$ cat config.mk
export PLATFORM = sky130hd
export DESIGN_NAME = spi_2m_sched
export DESIGN_NICKNAME = d
export VERILOG_FILES = /design/src/rtl/spi_2m_pkg.sv /design/src/rtl/spi_2m_clkgen.sv /design/src/rtl/spi_2m_sched.sv
export SDC_FILE = /design/constraint.sdc
export NUM_CORES = 1
export LEC_CHECK = 0
export BUFFER_PORTS_ARGS = -buffer_cell sky130_fd_sc_hd__buf_4
export CAP_MARGIN = 20
export CORE_MARGIN = 1
export CORE_UTILIZATION = 58
export CTS_CLUSTER_DIAMETER = 80
export DETAILED_ROUTE_END_ITERATION = 8
export GPL_ROUTABILITY_DRIVEN = 0
export PLACE_DENSITY = 0.83
export SYNTH_ARGS = -nofsm -noshare
export SYNTH_HDL_FRONTEND = slang
export SYNTH_SLANG_ARGS = --single-unit
$ cat constraint.sdc
create_clock -name clk -period 2.65 [get_ports clk]
set_input_delay 0.53 -clock clk [delete_from_list [all_inputs] [get_ports clk]]
set_output_delay 0.53 -clock clk [all_outputs]
set_load 0.01 [all_outputs]
$ cat src/rtl/spi_2m_pkg.sv
// Shared definitions for the two-requester SPI DAC scheduler.
// Holds the FSM state encoding, the slave address values and the frame length.
// Optional build macro used by the scheduler: SPI_SCHED_FIXED_PRIO_EN.
package spi_2m_pkg;

  typedef enum logic [2:0] {
    IDLE,
    SETUP,
    SHIFT,
    HOLD,
    GAP
  } state_e;

  localparam logic ADDR_S0 = 1'b0;
  localparam logic ADDR_S1 = 1'b1;

  localparam int DATA_W_DEF = 8;
  localparam int FRAME_BITS = DATA_W_DEF + 1;

  // Frame length (address bit followed by the DAC word) for any word width.
  function automatic int frameBits(input int dataW);
    return dataW + 1;
  endfunction

endpackage

$ cat src/rtl/spi_2m_clkgen.sv
// Half-period timebase for the SPI clock.
// Counts 0..CLK_DIV-1 and presents tick while the count sits at CLK_DIV-1,
// so the scheduler sees one tick every CLK_DIV cycles.
// Ports:
//   clk    - system clock
//   reset  - asynchronous active-high reset
//   clear  - restart the half-period from zero (asserted on grant)
//   tick   - one-cycle pulse at the end of each half-period
module spi_2m_clkgen
  import spi_2m_pkg::*;
#(
  parameter int CLK_DIV = 4
) (
  input  logic clk,
  input  logic reset,
  input  logic clear,
  output logic tick
);

  localparam int CW = (CLK_DIV > 1) ? $clog2(CLK_DIV) : 1;
  localparam logic [CW-1:0] CNT_MAX = CW'(CLK_DIV - 1);

  logic [CW-1:0] cnt_q;
  logic [CW-1:0] cnt_d;

  // Next count: clear wins so the first half-period after a grant is a full
  // CLK_DIV cycles long; otherwise wrap at the top of the range.
  always_comb begin
    cnt_d = cnt_q + 1'b1;
    if (clear) begin
      cnt_d = '0;
    end else if (cnt_q == CNT_MAX) begin
      cnt_d = '0;
    end
  end

  // Half-period counter register.
  always_ff @(posedge clk or posedge reset) begin
    if (reset) begin
      cnt_q <= '0;
    end else begin
      cnt_q <= cnt_d;
    end
  end

  assign tick = (cnt_q == CNT_MAX);

endmodule

$ cat src/rtl/spi_2m_sched.sv
// Two-requester SPI master scheduler for the dual-slave DAC pair.
// Arbitrates between two word-update requests and serialises each grant as
// one frame: slave-address bit followed by the DAC word, MSB first.
// Build option: define SPI_SCHED_FIXED_PRIO_EN for fixed priority (req[0]
// wins ties); otherwise round-robin with slave 0 winning the first tie.
// Ports:
//   clk, reset     - system clock, asynchronous active-high reset
//   req[1:0]       - per-slave update request levels, held until ack
//   data0, data1   - DAC words for slave 0 / slave 1, captured at grant
//   ack[1:0]       - one-cycle pulse when that slave's frame completes
//   busy           - high from grant through the end of the inter-frame gap
//   sclk, cs, mosi - SPI bus (sclk idles low, cs active-low)
module spi_2m_sched
  import spi_2m_pkg::*;
#(
  parameter int CLK_DIV = 4,
  parameter int DATA_W  = 8
) (
  input  logic              clk,
  input  logic              reset,
  input  logic [1:0]        req,
  input  logic [DATA_W-1:0] data0,
  input  logic [DATA_W-1:0] data1,
  output logic [1:0]        ack,
  output logic              busy,
  output logic              sclk,
  output logic              cs,
  output logic              mosi
);

  localparam int FB  = frameBits(DATA_W);
  localparam int BCW = $clog2(FB + 1);

  state_e            state_q;
  logic [DATA_W-1:0] shift_q;
  logic [BCW-1:0]    bitCnt_q;
  logic              grant_q;
  logic              tick;
  logic              grantNow;
  logic              grantIdx;

  assign grantNow = (state_q == IDLE) && (req != 2'b00);

`ifdef SPI_SCHED_FIXED_PRIO_EN
  // Fixed priority: slave 0 always wins.
  always_comb begin
    grantIdx = req[0] ? ADDR_S0 : ADDR_S1;
  end
`else
  logic last_q;

  // Round-robin: on a tie grant the requester not served last; a lone
  // request is granted directly.
  always_comb begin
    grantIdx = req[1] ? ADDR_S1 : ADDR_S0;
    if (req == 2'b11) begin
      grantIdx = ~last_q;
    end
  end

  // Remember who was served; reset to slave 1 so slave 0 wins the first tie.
  always_ff @(posedge clk or posedge reset) begin
    if (reset) begin
      last_q <= ADDR_S1;
    end else if (grantNow) begin
      last_q <= grantIdx;
    end
  end
`endif

  spi_2m_clkgen #(
    .CLK_DIV(CLK_DIV)
  ) uClkgen (
    .clk  (clk),
    .reset(reset),
    .clear(grantNow),
    .tick (tick)
  );

  // Frame sequencer. All bus outputs are registered here. The address bit is
  // driven straight onto mosi at grant, so the shift register only carries
  // the data word; each falling sclk edge presents its next MSB.
  always_ff @(posedge clk or posedge reset) begin
    if (reset) begin
      state_q  <= IDLE;
      shift_q  <= '0;
      bitCnt_q <= '0;
      grant_q  <= ADDR_S0;
      ack      <= 2'b00;
      busy     <= 1'b0;
      sclk     <= 1'b0;
      cs       <= 1'b1;
      mosi     <= 1'b0;
    end else begin
      ack <= 2'b00;
      case (state_q)
        IDLE: begin
          if (grantNow) begin
            grant_q  <= grantIdx;
            shift_q  <= grantIdx ? data1 : data0;
            bitCnt_q <= '0;
            cs       <= 1'b0;
            mosi     <= grantIdx;
            busy     <= 1'b1;
            state_q  <= SETUP;
          end
        end
        SETUP: begin
          if (tick) begin
            sclk    <= 1'b1;
            state_q <= SHIFT;
          end
        end
        SHIFT: begin
          if (tick) begin
            if (sclk) begin
              sclk     <= 1'b0;
              mosi     <= shift_q[DATA_W-1];
              shift_q  <= {shift_q[DATA_W-2:0], 1'b0};
              bitCnt_q <= bitCnt_q + 1'b1;
              if (bitCnt_q == BCW'(FB - 1)) begin
                state_q <= HOLD;
              end
            end else begin
              sclk <= 1'b1;
            end
          end
        end
        HOLD: begin
          if (tick) begin
            cs      <= 1'b1;
            mosi    <= 1'b0;
            ack     <= grant_q ? 2'b10 : 2'b01;
            state_q <= GAP;
          end
        end
        GAP: begin
          if (tick) begin
            busy    <= 1'b0;
            state_q <= IDLE;
          end
        end
        default: state_q <= IDLE;
      endcase
    end
  end

endmodule

==> flow_summary.json <==
{
  "whs_ns": 0.4142,
  "finalSetupViolCount": 0,
  "final_common_cell": "buf_4",
  "viasPerCell": 5.823,
  "skew_ns": 0.003671,
  "cts_buffers": 3,
  "grt_usage": 0.2355,
  "grt_util_met1": 0.2900,
  "finalCritPeriodShare": 0.7337,
  "grt_antenna_before_repair": 0,
  "antenna_left": 0,
  "synth.avg_cell_area_um2": 9.752,
  "ir_drop_mv": 0.5782,
  "cts_resized": 0,
  "drv_slew": 0,
  "grt_use_met3": 0.01852,
  "insertion_delay_ns": 0.31,
  "fin_area_mm2": 0.001544,
  "dp_hpwl_um": 1941,
  "worstPathCellList": "ha_1, and3_1, o21ai_2, a221oi_1, a21o_1",
  "fin_util": 0.7488,
  "end_kind": "flop",
  "layout_min_cycle_time_ns": 1.944,
  "grt_overflow": 0,
  "slew_headroom": 0.3775,
  "drv_cap": 0,
  "ctsHoldBuffers": 0,
  "antenna_cells": 0,
  "routed_wl_um": 2640,
  "synth_top_area_share": 0.4340,
  "area_growth_syn_to_layout_pct": 16.42,
  "slowest_delay_ns": 0.51,
  "drcViolationCount": 0,
  "cp_data_required_time_ns": 2.86,
  "drive_gt1_frac": 0.2390,
  "num_vias": 1083,
  "startpoint_type": "flop",
  "yosysTopAreaCell": "dfrtp_1",
  "mostFrequentLayoutCells": "27 x buf_4, 23 x dfrtp_1, 14 x nand2_1",
  "grt_pass1_vias": 1013,
  "drt_iter0_markers": 28,
  "num_rows": 16,
  "hold_viol_final": 0,
  "postCtsSetupBuffers": 0,
  "hold_class": "in -> async",
  "top_usage_layer": "met2",
  "syn_nets": 159,
  "outcome": "finished, final reports clean",
  "cp.arrival_ns": 2.16,
  "fp.dieH_um": 49.82,
  "crit_type": "reg -> reg",
  "cp_slowest_cell": "o21ai_2",
  "htree_levels": 1,
  "grt_max_degree": 26,
  "nNetsFinal": 183,
  "cts.sinks": 25,
  "worst_pin_slew_ns": 0.9327,
  "die_w_um": 49.82,
  "cts_max_path_buffers": 2,
  "clockRootBuffer": "clkbuf_4",
  "initial_core_util": 0.6432,
  "grt_use_met2": 0.4302,
  "place_area_mm2": 0.001518,
  "synth_warnings": 0,
  "wire_per_inst_um": 14.19,
  "core_area_mm2": 0.002062,
  "io_buffers": 25,
  "ios": 26,
  "nFillCells": 158,
  "cts_tree": "built",
  "rsz0062_at_grt": "false",
  "critPathMaxFanout": 17,
  "synth_cell_types": 36,
  "power.density_cell_area_mw_per_mm2": 972.8,
  "path_clk_slew_ns": 0.13,
  "synth_cells": 136,
  "syn-cell-area_mm2": 0.001326,
  "grt_pass1_wl_um": 4395,
  "leakage_nw": 0.7938,
  "ys_seq_elements": 25,
  "tns_ns": 0,
  "ys_seq_area_frac": 0.4736,
  "dr.pass1.iters": 4,
  "fp.dieArea_mm2": 0.002482,
  "synth_area_leaders": "dfrtp_1 43%, mux2i_1 5.3%, a221oi_1 4.6%",
  "clock.fmax_ghz": 0.5143
}
==> flip-flops by register name, indices dropped and copies added (netlist names) <==
register / cells
uClkgen.cnt_q: 2
busy: 1
shift_q: 8
bitCnt_q: 4
cs: 1
mosi: 1
grant_q: 1
last_q: 1
state_q: 3
ack: 2
sclk: 1
==> worst max-delay path: cells and delay by family (launching register included) <==
kind	cells	cell delay, ns
DFF	1	0.41
adders and majority gates	1	0.34
and+or+nand+nor	1	0.27
AOI/OAI and AO/OA	3	0.83
==> routing by layer <==
layer / up-vias / wire length [µm] / share of wire
met3: 2 / 90 / 0.034
met1: 518 / 1164 / 0.44
met4: 0 / 14 / 0.0053
met5: - / 0 / 0
met2: 35 / 1370 / 0.52
li1: 528 / - / -
==> synthesized netlist by cell type <==
cell,n
nor2b_1,1
dfrtp_1,23
clkbuf_1,3
a22oi_1,1
o31ai_1,1
mux2i_1,7
nand2b_1,1
a21oi_1,3
nand3b_1,1
buf_4,1
dfstp_2,2
a22o_1,4
ha_1,3
or4_1,1
mux2_2,2
xor2_1,1
nor2_1,9
inv_1,12
o21ai_0,8
nor3b_1,1
o211ai_1,1
nor3_1,3
nand3_1,4
nand2_1,14
or2_4,1
o21ba_2,1
a31oi_1,1
o21ai_2,1
buf_6,1
and3_1,2
buf_2,3
a21boi_0,1
a22o_2,1
a221oi_1,7
a21o_1,8
a211oi_1,2
==> area by class of cell <==
class / instances / area (µm²) / area share
Tap cell: 27 / 33.78 / 0.02188
Timing Repair Buffer: 27 / 202.7 / 0.1313
Multi-Input combinational cell: 91 / 608.1 / 0.3938
Clock buffer: 4 / 26.28 / 0.01702
Sequential cell: 25 / 628.1 / 0.4068
Inverter: 12 / 45.04 / 0.02917
==> where the power goes <==
group | leakage [nW] | switching [mW] | total [mW] | internal, mW
Clock | 0.0150 | 0.106 | 0.164 | 0.0587
Sequential | 0.311 | 0.132 | 0.677 | 0.545
Combinational | 0.468 | 0.360 | 0.661 | 0.300
Total | 0.794 | 0.598 | 1.50 | 0.904
==> metrics by stage <==
stage	instances	power (mW)	setup slack, ns
2_1_floorplan	136	1.152	1.119
3_3_place_gp	182	1.307	0.7602
3_5_place_dp	182	1.346	0.7059
4_1_cts	186	1.509	0.6845
5_1_grt	186	1.622	0.5452
6_report	186	1.502	0.7057
==> path summary, 6_finish.rpt <==
kind,from,endpoint,slack (ns),depth (start not counted)
max,uClkgen.cnt_q[0]$_DFF_PP0_,shift_q[2]$_DFFE_PP0P_,0.71,5
min,reset,shift_q[1]$_DFFE_PP0P_,0.41,2
max reg2reg,uClkgen.cnt_q[0]$_DFF_PP0_,shift_q[2]$_DFFE_PP0P_,0.71,5
min reg2reg,uClkgen.cnt_q[0]$_DFF_PP0_,uClkgen.cnt_q[0]$_DFF_PP0_,0.46,1
max in group asynchronous,reset,state_q[2]$_DFFE_PP0P_,1.67,2
min in group clk,req[0],last_q$_DFFE_PP1P_,0.44,2
==> logic make-up after synthesis <==
family / after synthesis / share of synthesized area
compound gates: 40 / 0.2198
flops: 25 / 0.4736
fa+ha+maj: 3 / 0.02830
simple gates: 38 / 0.1340
mux: 9 / 0.06981
xor+xnor: 1 / 0.006605
buf+inv: 20 / 0.06792
(Power assumes the default switching activity.)
